[config.mk]
export PLATFORM = sky130hd
export DESIGN_NAME = branch_unit
export DESIGN_NICKNAME = d
export VERILOG_FILES = /design/src/rtl/rv32i_pkg.sv /design/src/rtl/branch_evaluator.sv /design/src/rtl/branch_predictor.sv /design/src/rtl/branch_unit.sv
export SDC_FILE = /design/constraint.sdc
export NUM_CORES = 1
export LEC_CHECK = 0
export BUFFER_PORTS_ARGS = -buffer_cell sky130_fd_sc_hd__buf_2
export CAP_MARGIN = 20
export CORE_ASPECT_RATIO = 0.75
export CORE_MARGIN = 5
export CORE_UTILIZATION = 25
export CTS_CLUSTER_DIAMETER = 150
export CTS_CLUSTER_SIZE = 14
export DETAILED_ROUTE_END_ITERATION = 10
export PLACE_DENSITY = 0.45
export REMOVE_ABC_BUFFERS = 1
export SKIP_LAST_GASP = 1
export SYNTH_ARGS = -nofsm -noshare
export SYNTH_HDL_FRONTEND = slang
export SYNTH_SLANG_ARGS = --single-unit
[constraint.sdc]
create_clock -name clk -period 4.25 [get_ports clk]
set_input_delay 0.85 -clock clk [delete_from_list [all_inputs] [get_ports clk]]
set_output_delay 0.85 -clock clk [all_outputs]
set_load 0.02 [all_outputs]
[src/rtl/rv32i_pkg.sv]
// rtl/rv32i_pkg.sv - shared rv32i widths and the execute-stage resolve bundle
package rv32i_pkg;

    localparam int XLEN = 32;

    typedef struct packed {
        logic            predicted_taken;
        logic [XLEN-1:0] pc_next;
        logic [XLEN-1:0] target;
    } resolve_t;

endpackage

[src/rtl/branch_evaluator.sv]
// rtl/branch_evaluator.sv - resolves actual branch direction from the ALU zero flag
module branch_evaluator (
    input  logic ex_jump,
    input  logic ex_branch,
    input  logic branch_if_zero,
    input  logic zero,
    output logic branch_taken
);

    assign branch_taken = ex_jump | (ex_branch & (branch_if_zero == zero));

endmodule

[src/rtl/branch_predictor.sv]
// rtl/branch_predictor.sv - static BTFN predictor, jumps always taken
module branch_predictor #(
    parameter int XLEN = 32
) (
    input  logic [XLEN-1:0] pc_next,
    input  logic [XLEN-1:0] immediate,
    input  logic            jump,
    input  logic            branch,
    output logic [XLEN-1:0] branch_target,
    output logic            branch_taken_predicted
);

    // A negative offset means a backward branch, which is usually a loop.
    assign branch_taken_predicted = jump | (branch & immediate[XLEN-1]);
    assign branch_target = branch_taken_predicted ? pc_next + immediate : pc_next;

endmodule

[src/rtl/branch_unit.sv]
// rtl/branch_unit.sv - prediction, resolution, redirect pulse and saturating statistics
module branch_unit #(
    parameter int XLEN  = rv32i_pkg::XLEN,
    parameter int CNT_W = 32
) (
    input  logic             clk,
    input  logic             rst_n,
    input  logic [XLEN-1:0]  pc_next,
    input  logic [XLEN-1:0]  immediate,
    input  logic             jump,
    input  logic             branch,
    output logic [XLEN-1:0]  branch_target,
    output logic             branch_taken_predicted,
    input  logic             ex_valid,
    input  logic             ex_jump,
    input  logic             ex_branch,
    input  logic             branch_if_zero,
    input  logic             zero,
    input  logic             ex_predicted_taken,
    input  logic [XLEN-1:0]  ex_pc_next,
    input  logic [XLEN-1:0]  ex_target,
    output logic             branch_taken,
    output logic             mispredict,
    output logic [XLEN-1:0]  redirect_pc,
    output logic [CNT_W-1:0] branch_count,
    output logic [CNT_W-1:0] mispredict_count
);
    import rv32i_pkg::*;

    resolve_t ex_req;
    logic     resolve;
    logic     wrong;

    assign ex_req.predicted_taken = ex_predicted_taken;
    assign ex_req.pc_next         = ex_pc_next;
    assign ex_req.target          = ex_target;

    branch_predictor #(.XLEN(XLEN)) u_predictor (
        .pc_next                (pc_next),
        .immediate              (immediate),
        .jump                   (jump),
        .branch                 (branch),
        .branch_target          (branch_target),
        .branch_taken_predicted (branch_taken_predicted)
    );

    branch_evaluator u_evaluator (
        .ex_jump        (ex_jump),
        .ex_branch      (ex_branch),
        .branch_if_zero (branch_if_zero),
        .zero           (zero),
        .branch_taken   (branch_taken)
    );

    assign resolve = ex_valid & (ex_jump | ex_branch);
    assign wrong   = resolve & (branch_taken != ex_req.predicted_taken);

    always_ff @(posedge clk or negedge rst_n) begin
        if (!rst_n) begin
            mispredict       <= 1'b0;
            redirect_pc      <= '0;
            branch_count     <= '0;
            mispredict_count <= '0;
        end else begin
            mispredict <= wrong;
            if (wrong) begin
                redirect_pc <= branch_taken ? ex_req.target : ex_req.pc_next;
            end
            // Counters stick at all-ones rather than wrapping back to zero.
            if (resolve && (branch_count != '1)) begin
                branch_count <= branch_count + 1'b1;
            end
            if (wrong && (mispredict_count != '1)) begin
                mispredict_count <= mispredict_count + 1'b1;
            end
        end
    end

endmodule

==> results of run 1 <==
## power groups by stage
stage               clock [mW]  sequential (mW)  combinational, mW
floorplan                    0             1.30              0.512
global placement             0             1.16               1.12
detailed placement           0             1.17               1.12
CTS                      0.874             1.15               1.13
global route             0.915             1.17               1.22
finish                   0.840             1.15               1.11
## state kept, by name, summed over array words and instances, names as in the netlist
signal            cells
mispredict_count     32
mispredict            1
redirect_pc          32
branch_count         32
## metrics by stage
stage          TNS, ns  hold slack, ns  std cells
4_1_cts              0           0.480       1374
3_3_place_gp   -0.0279           0.460       1358
3_5_place_dp         0           0.465       1358
6_report             0           0.473       1374
2_1_floorplan   -71.40           0.554        723
5_1_grt              0           0.501       1374
## path summary, 6_finish.rpt
check                      slack [ns]            start                 to
setup / recovery                 0.13       pc_next[0]  branch_target[10]
max in group asynchronous        2.91            rst_n    branch_count[9]
min in group asynchronous        0.48            rst_n     redirect_pc[3]
hold reg to reg                  0.47   redirect_pc[7]     redirect_pc[7]
hold / removal                   0.47   redirect_pc[7]     redirect_pc[7]
setup reg to reg                 1.77  branch_count[2]   branch_count[21]
## placed cells by master, fill, tap and decap left out, types with 10 or more instances in the layout
| master | instances |
|---|---|
| buf_2 | 267 |
| nand2_1 | 109 |
| dfrtp_1 | 97 |
| o21ai_0 | 58 |
| nor2_1 | 56 |
| xnor2_1 | 55 |
| a21oi_1 | 53 |
| mux2i_1 | 35 |
| ha_1 | 33 |
| nand3_1 | 27 |
| xor2_1 | 26 |
| buf_4 | 24 |
| nand4_1 | 22 |
| inv_1 | 15 |
| a21o_1 | 13 |
| nor3_1 | 10 |
## critical path: stages
cell	delay (ns)
buf_2	0.11
ha_1	0.22
fa_1	0.42
a21oi_2	0.22
o21ai_0	0.12
a21oi_1	0.22
o21bai_1	0.14
a31o_2	0.26
a211o_1	0.30
a31o_2	0.26
buf_2	0.16
## layer usage
| layer | global-route usage, % | vias to the layer above |
|---|---|---|
| li1 | - | 3235 |
| met1 | 22.4 | 3033 |
| met2 | 22.3 | 171 |
| met3 | 3.83 | 14 |
| met4 | 2.01 | 0 |
| met5 | 0 | - |
## logic make-up (layout without fill, tap and decap cells)
group                      Yosys count  after routing
DFF                                 97             97
AOI/OAI and AO/OA                  175            175
and+or+nand+nor                    280            280
buffers and inverters               46            324
adders and majority gates           34             34
muxes                               39             39
xor gates and xnor gates            81             81
## layout make-up
cell class	count	area (um2)
clock buffer	12	256
inverter	17	63.8
multi-input combinational	609	4040
clock inverter	4	51.3
fill	2741	17200
tap	344	430
sequential	97	2430
timing repair buffer	291	1520
## what timing repair did
action,4_1_cts,5_1_grt
pin swaps,0,1
endpoints found under the setup margin,1,5
gates resized for setup,1,8
==> impl_results.md, run 1 <==
* Unrepaired setup endpoints after global routing: false
* Sw frac at 37.4%
* CP Data Arrival Time at 3.27 ns
* Synth Area per Inst at 8.76 um2
* Part of the power in combinational logic at 35.9%
* Fin crit share at 96.9%
* Sequential share of the synthesized area at 36.9%
* Post-CTS Setup Inserts at 0
* Synth Warn # at 0
* Netlist cell types at 56
* DRC at 0
* Final nets at 1197
* Vias in the first global route at 6255
* Top sig layer: met4
* Routed WL per cell at 16.6 um
* Setup crit end kind: output pin
* Seq pwr share at 37.0%
* Initial Util at 25.4%
* Worst Reg2Reg Path Length in Cells at 7
* Mux cell area share after synthesis at 6.01%
* Longest Clk Path Bufs at 2
* Design Area, Final at 8780 um2
* Area leader, netlist: dfrtp_1
* Pint at 1.94 mW
* Clock Skew at 0.00734 ns
* Via count at 6453
* Num CTS Buffers at 9
* PortBufs at 268
* Detailed Route WL at 22900 um
* Largest net degree at the start of global routing at 48
* Initial DRC count at 332
* Yosys reg bits at 97
* Crit-path max FO at 3
* Routed Antenna Nets at 0
* Area Overhead vs Synth at 33.4%
* IO Pins at 269
* Worst hold stages at 2
* Ys async rst share at 100%
* Synth Area in Adders at 6.58%
* Setup slack after layout at approximately 0.13 ns
* Leakage at 4.41 nW
* Final Wtd Congestion at slightly below 0.9
* GRT overflow at 0
* Overall global routing resource usage at between 10% and 20%
* Clock sink count at 97
* Die Wd at 197 um
* Placed Area at 8440 um2
* Maxcap violations at 0
* Slew Viols, Final at 0
* Drt pass-1 iters at 5
* Mapped Cells at approximately 750
* Worst skew pair latency at 0.34 ns
* Initial antenna violation count at 0
* Top FF cell, synth: dfrtp_1
* Synth Area in Compound Gates at around 16%
* Hold_buf cts at 0
* Wl on met1 at 11200 um
* Worst-margin pin slew at 0.870 ns
* Core Util, Final at 33.8%
* # setup viols final at 0
* Final HPWL DP at 19000 um
* Pwr/cell area at between 300 and 400 nW/um2
* CP Launch Type: input port
* Tmin final at between 4 and 5 ns
* CTS tree: yes
* Mapped Area at about 6600 um2
* Area contributors post-synth: dfrtp_1 37%, xnor2_1 7.3%, ha_1 6.3%
* Hold Violations, Final at 0
* Post-Synth XOR/XNOR Area at 10.8%
* Power, Total at 3.10 mW
* Clk slew on worst S/H paths at 0.06 ns
* Clock power frac at 27.1%
* Synth cell count leaders: 109 x nand2_1, 97 x dfrtp_1, 59 x o21ai_0
* Met2 routed WL at 10100 um
* First-pass GRT wire length at 35200 um
* Met3 routed WL at 1440 um
* Hold Path Class: flip-flop to flip-flop
* Post-Place Worst Slack at 0.0108 ns
* Worst VDD drop at 226 uV
* Max H-tree Level at 3
* Clock Tree Root: clkbuf_16
* Post-synth top area share at 36.9%
* Post-synth EDFFs at 0
* Fmax at 243 MHz
* Site Rows at 51
* Worst Path Required at 3.40 ns
* Net switching power at 1.16 mW
* Via density at 4.70
* Core ar. at 26000 um2
* Main combinational cell family by area after synthesis: simple AND/OR/NAND/NOR gates
* Post-Synth Simple-Gate Area at a little over a fifth
* Relative slew slack at 41.4%
* Die height at 151 um
* Worst Setup Path Type: input port to output pin
* Antenna cells at 0
* Status: finished, final reports clean
* Count leader, synth: nand2_1
* Die ar. at between 20000 and 30000 um2
* Layout cells sized above 1 at 32.4%
Note: power is estimated with default switching activity, not from simulation.
==> run 2: changes to the inputs <==
==> constraint.sdc (replaced) <==
create_clock -name clk -period 4.25 [get_ports clk]
set_input_delay 0.425 -clock clk [delete_from_list [all_inputs] [get_ports clk]]
set_output_delay 0.425 -clock clk [all_outputs]
set_load 0.02 [all_outputs]
==> impl_results.md, run 2 (same netlist as run 1, synthesis figures left out) <==
* GRT overflow at 0 (unchanged)
* Reg2reg end: branch_count[16] (was branch_count[21])
* Reg-to-Reg Start: branch_count[19] (was branch_count[2])
* Overall global routing resource usage at 15.0% (about the same)
* Final HPWL DP at 18700 um (was 19000 um)
* Post-Place Worst Slack at 0.821 ns (was 0.0108 ns)
* Worst hold slack at 0.190 ns (was 0.473 ns)
* Hold_buf cts at 0 (unchanged)
* Worst setup path endpoint: branch_target[31] (was branch_target[10])
* Worst Setup Path Type: input port to output pin (unchanged)
* Initial DRC count at 384 (was 332)
* Post-CTS Setup Inserts at 0 (unchanged)
* R2R Setup Slk at 1.74 ns (was 1.77 ns)
* Hold Path Class: input port to async pin (was flip-flop to flip-flop)
* Tmin final at 3.49 ns (was 4.12 ns)
* Antenna cells at 0 (unchanged)
* Maxcap violations at 0 (unchanged)
* Crit-path max FO at 6 (was 3)
* Core ar. at 26000 um2 (unchanged)
* DRC at 0 (unchanged)
* Commonest non-fill, non-tap cells in the layout: 267 x buf_2, 109 x nand2_1, 97 x dfrtp_1, 59 x o21ai_0 (was 267 x buf_2, 109 x nand2_1, 97 x dfrtp_1, 58 x o21ai_0, 56 x nor2_1)
* Routed Antenna Nets at 0 (unchanged)
* Final Wtd Congestion at 0.869 (was 0.879)
* Via count at 6466 (was 6453)
* Most common cell after layout, fill and taps aside: buf_2 (unchanged)
* Power, Total at 3.11 mW (was 3.10 mW)
* Fin crit share at 82.2% (was 96.9%)
* Setup crit end kind: output pin (unchanged)
* Clock Skew at 0.00675 ns (was 0.00734 ns)
* Die Wd at 197 um (unchanged)
* Layout cells sized above 1 at 30.6% (was 32.4%)
* Worst VDD drop at 238 uV (was 226 uV)
* CTS tree: yes (unchanged)
* Biggest regs: branch_count x32, mispredict_count x32, redirect_pc x32 (unchanged)
* Relative slew slack at 40.3% (was 41.4%)
* CP Launch Type: input port (unchanged)
* Worst skew pair latency at 0.35 ns (was 0.34 ns)
* Fmax at 286 MHz (was 243 MHz)
* Routed WL per cell at 16.9 um (was 16.6 um)
* CP startpoint: pc_next[16] (was pc_next[0])
* Worst Reg2Reg Path Length in Cells at 7 (unchanged)
* Leakage at 4.33 nW (was 4.41 nW)
* Worst Path Required at 3.83 ns (was 3.40 ns)
* Final nets at 1181 (was 1197)
* Initial Util at 25.4% (unchanged)
* Site Rows at 51 (unchanged)
* Unrepaired setup endpoints after global routing: false (unchanged)
* First-pass GRT wire length at 35400 um (was 35200 um)
* Vias in the first global route at 6248 (was 6255)
* Initial antenna violation count at 0 (unchanged)
* Max H-tree Level at 3 (unchanged)
* Hold Violations, Final at 0 (unchanged)
* PortBufs at 268 (unchanged)
* Largest net degree at the start of global routing at 70 (was 48)
* Longest Clk Path Bufs at 2 (unchanged)
* Die height at 151 um (unchanged)
* # setup viols final at 0 (unchanged)
* Detailed Route WL at 22900 um (about the same)
* PostCTS Resize Cnt at 0 (was 1)
* Drt pass-1 iters at 5 (unchanged)
* Setup slack after layout at 0.758 ns (was 0.131 ns)
* Pwr/cell area at 360 nW/um2 (was 353 nW/um2)
* Worst-margin pin slew at 0.896 ns (was 0.870 ns)
* Slew Viols, Final at 0 (unchanged)
* Via density at 4.77 (was 4.70)
* Clk slew on worst S/H paths at 0.06 ns (about the same)
* Die ar. at 29700 um2 (unchanged)
* CP Data Arrival Time at 3.07 ns (was 3.27 ns)
* Core Util, Final at 33.2% (was 33.8%)
* Clock sink count at 97 (unchanged)
* Clock Tree Root: clkbuf_16 (unchanged)
* Area Overhead vs Synth at 31.1% (was 33.4%)
* IO Pins at 269 (unchanged)
* Status: finished, final reports clean (unchanged)
* Num CTS Buffers at 9 (unchanged)
run 2: cell count changes in the layout (fill, tap and decap cells not counted), sizes merged:
| cell | before | now |
|---|---|---|
| clkbuf | 12 | 9 |
| buf | 291 | 275 |
| inv | 17 | 18 |
| bufinv | 1 | 2 |
| clkinv | 2 | 1 |
run 2: final cells by class:
type                            count  area [um2]
Multi-Input combinational cell    609        4010
Timing Repair Buffer              275        1400
Fill cell                        2784       17300
Sequential cell                    97        2430
Clock inverter                      5        81.3
Clock buffer                        9         225
Tap cell                          344         430
Inverter                           17        63.8
run 2: metrics by stage:
stage	area, um2	std cells	TNS, ns
finish	8630	1356	0
global route	8630	1356	0
CTS	8630	1356	0
detailed placement	8320	1342	0
global placement	8320	1342	0
floorplan	6470	723	-43.06
run 2: power by group:
group,internal (mW),switching [mW]
logic,0.392,0.702
clock network,0.511,0.359
registers,1.04,0.104
run 2: how the worst min path moves through the flow:
| stage | slack, ns | cells past startpoint | endpoint |
|---|---|---|---|
| CTS | 0.23 | 1 | redirect_pc[3] |
| detailed placement | 0.46 | 2 | redirect_pc[18] |
| floorplan | 0.13 | 0 | branch_count[0] |
| global route | 0.27 | 1 | redirect_pc[30] |
| finish | 0.19 | 1 | redirect_pc[3] |
| global placement | 0.46 | 2 | redirect_pc[13] |
run 2: metal layers:
metal	global-route usage, %	part of all wire, %
met4	1.35	0.53
met1	22.3	48
met3	3.71	6.4
met5	0	0
met2	22.8	45
run 2: worst max-delay path: stages:
cell       delay, ns
buf_2           0.11
ha_1            0.38
a21oi_1         0.25
o21ai_0         0.14
a2111oi_0       0.63
o41ai_1         0.11
a22oi_1         0.40
a21oi_1         0.08
nor4_1          0.31
buf_2           0.22
==> run 3: changes to the inputs <==
- clock period: 4.25 -> 3.4 ns (I/O delays scaled with it)
==> impl_results.md, run 3 (same netlist as run 1, synthesis figures left out) <==
* Status: finished, final reports clean (unchanged)
* GRT overflow at 0 (unchanged)
* CTS tree: yes (unchanged)
* Die ar. at 29700 um2 (unchanged)
* Worst VDD drop at 242 uV (was 238 uV)
* Worst hold slack at 0.275 ns (was 0.190 ns)
* Tmin final at 3.23 ns
* Worst-margin pin slew at 0.865 ns (was 0.896 ns)
* Initial antenna violation count at 0 (unchanged)
* Wl on met1 at 10800 um (was 11000 um)
* Max H-tree Level at 3 (unchanged)
* Biggest regs: branch_count x32, mispredict_count x32, redirect_pc x32 (unchanged)
* CP Data Arrival Time at 2.89 ns (was 3.07 ns)
* Slew Viols, Final at 0 (unchanged)
* Relative slew slack at 41.8% (was 40.3%)
* IO Pins at 269 (unchanged)
* # setup viols final at 0 (unchanged)
* Placed Area at 8390 um2 (was 8320 um2)
* Antenna cells at 0 (unchanged)
* Commonest non-fill, non-tap cells in the layout: 267 x buf_2, 109 x nand2_1, 97 x dfrtp_1, 59 x o21ai_0 (unchanged)
* Hold Path Class: input port to flip-flop (was input port to async pin)
* Vias in the first global route at 6180 (was 6248)
* Longest Clk Path Bufs at 2 (unchanged)
* Clock Tree Root: clkbuf_16 (unchanged)
* Detailed Route WL at 22700 um (was 22900 um)
* Hold Violations, Final at 0 (unchanged)
* Die Wd at 197 um (unchanged)
* Initial DRC count at 379 (was 384)
* Final nets at 1189 (was 1181)
* Setup TNS at 0 ns (unchanged)
* Met3 routed WL at 1750 um (was 1470 um)
* DRC at 0 (unchanged)
* Final Wtd Congestion at 0.868 (was 0.869)
* Area Overhead vs Synth at 31.9% (was 31.1%)
* Via density at 4.67 (was 4.77)
* Fin cells at 1366 (was 1356)
* Worst Path Required at 3.06 ns (was 3.83 ns)
* Clk slew on worst S/H paths at 0.07 ns (was 0.06 ns)
* Routed Antenna Nets at 0 (unchanged)
* Fin crit share at 95.0%
* Leakage at 4.36 nW (was 4.33 nW)
* Power, Total at 3.78 mW (was 3.11 mW)
* PortBufs at 268 (unchanged)
* Core ar. at 26000 um2 (unchanged)
* Pwr/cell area at 435 nW/um2 (was 360 nW/um2)
* Final HPWL DP at 18800 um (was 18700 um)
* First-pass GRT wire length at 34700 um (was 35400 um)
* Site Rows at 51 (unchanged)
* Drt pass-1 iters at 6 (was 5)
* Routed WL per cell at 16.6 um (was 16.9 um)
* Crit-path max FO at 3 (was 6)
* CP Launch Type: input port (unchanged)
* Largest net degree at the start of global routing at 58 (was 70)
* Die height at 151 um (unchanged)
* Overall global routing resource usage at 14.7% (was 15.0%)
* Most common cell after layout, fill and taps aside: buf_2 (unchanged)
* Num CTS Buffers at 9 (unchanged)
* Fmax at 309 MHz
* Layout cells sized above 1 at 31.1% (was 30.6%)
* Design Area, Final at 8680 um2 (was 8630 um2)
* Worst Setup Path Type: input port to output pin (unchanged)
* Initial Util at 25.4% (unchanged)
* Maxcap violations at 0 (unchanged)
* Unrepaired setup endpoints after global routing: false (unchanged)
* Placed Instances at 1349 (was 1342)
* Setup crit end kind: output pin (unchanged)
* Clock Skew at 0.00733 ns (was 0.00675 ns)
* Worst skew pair latency at 0.35 ns (about the same)
* Via count at 6381 (was 6466)
* Met2 routed WL at 10000 um (was 10300 um)
* Clock sink count at 97 (unchanged)
* Top sig layer: met4 (unchanged)
==> run 3: power breakdown <==
group,internal (mW),switching [mW],total [mW]
Sequential,1.30,0.127,1.43
Clock,0.521,0.447,0.968
Combinational,0.499,0.881,1.38
==> run 3: final cells by class <==
type / instances / area (um2)
tap: 344 / 430
timing repair buffer: 283 / 1470
clock inverter: 5 / 40.0
clock buffer: 11 / 243
sequential: 97 / 2430
fill: 2775 / 17300
inverter: 17 / 63.8
multi-input combinational: 609 / 4010
==> run 3: repair_timing <==
| item | CTS | global route |
|---|---|---|
| hold buffers | 1 | 0 |
| endpoints found under the setup margin | 0 | 1 |
| buffers inserted | 0 | 0 |
| resized for setup | 0 | 1 |
| hold endpoints to repair | 40 | 0 |
==> run 3: worst max-delay path, cell delays in order <==
cell and delay [ns]:
buf_2 0.11, ha_1 0.22, fa_1 0.40, a21oi_1 0.32, o21ai_0 0.14, a21oi_1 0.24, o21bai_1 0.14, a31o_2 0.26
a211o_1 0.30, a31o_2 0.26, buf_2 0.16
==> run 3: worst paths after layout <==
| check | startpoint | to | slack, ns | depth (start not counted) |
|---|---|---|---|---|
| min in group asynchronous | rst_n | redirect_pc[30] | 0.52 | 2 |
| max in group asynchronous | rst_n | branch_count[16] | 2.16 | 3 |
| worst max-delay path | pc_next[0] | branch_target[10] | 0.17 | 11 |
| worst min-delay path | ex_target[19] | redirect_pc[19] | 0.27 | 3 |
| worst max register to register | branch_count[20] | branch_count[5] | 0.89 | 8 |
| worst min register to register | redirect_pc[13] | redirect_pc[13] | 0.47 | 2 |
==> run 3: metal layers <==
metal	GRT usage [%]	up-vias
li1	-	3216
met1	21.5	2963
met2	22.4	195
met3	4.38	7
met4	1.25	0
met5	0	-
==> run 3: per-stage QoR <==
stage / util (%) / worst slack, ns
after floorplan: - / -1.65
after global placement: 32.3 / 0.225
after detailed placement: 32.3 / 0.200
after CTS: 33.4 / 0.188
after global routing: 33.4 / 0.0311
final: 33.4 / 0.168
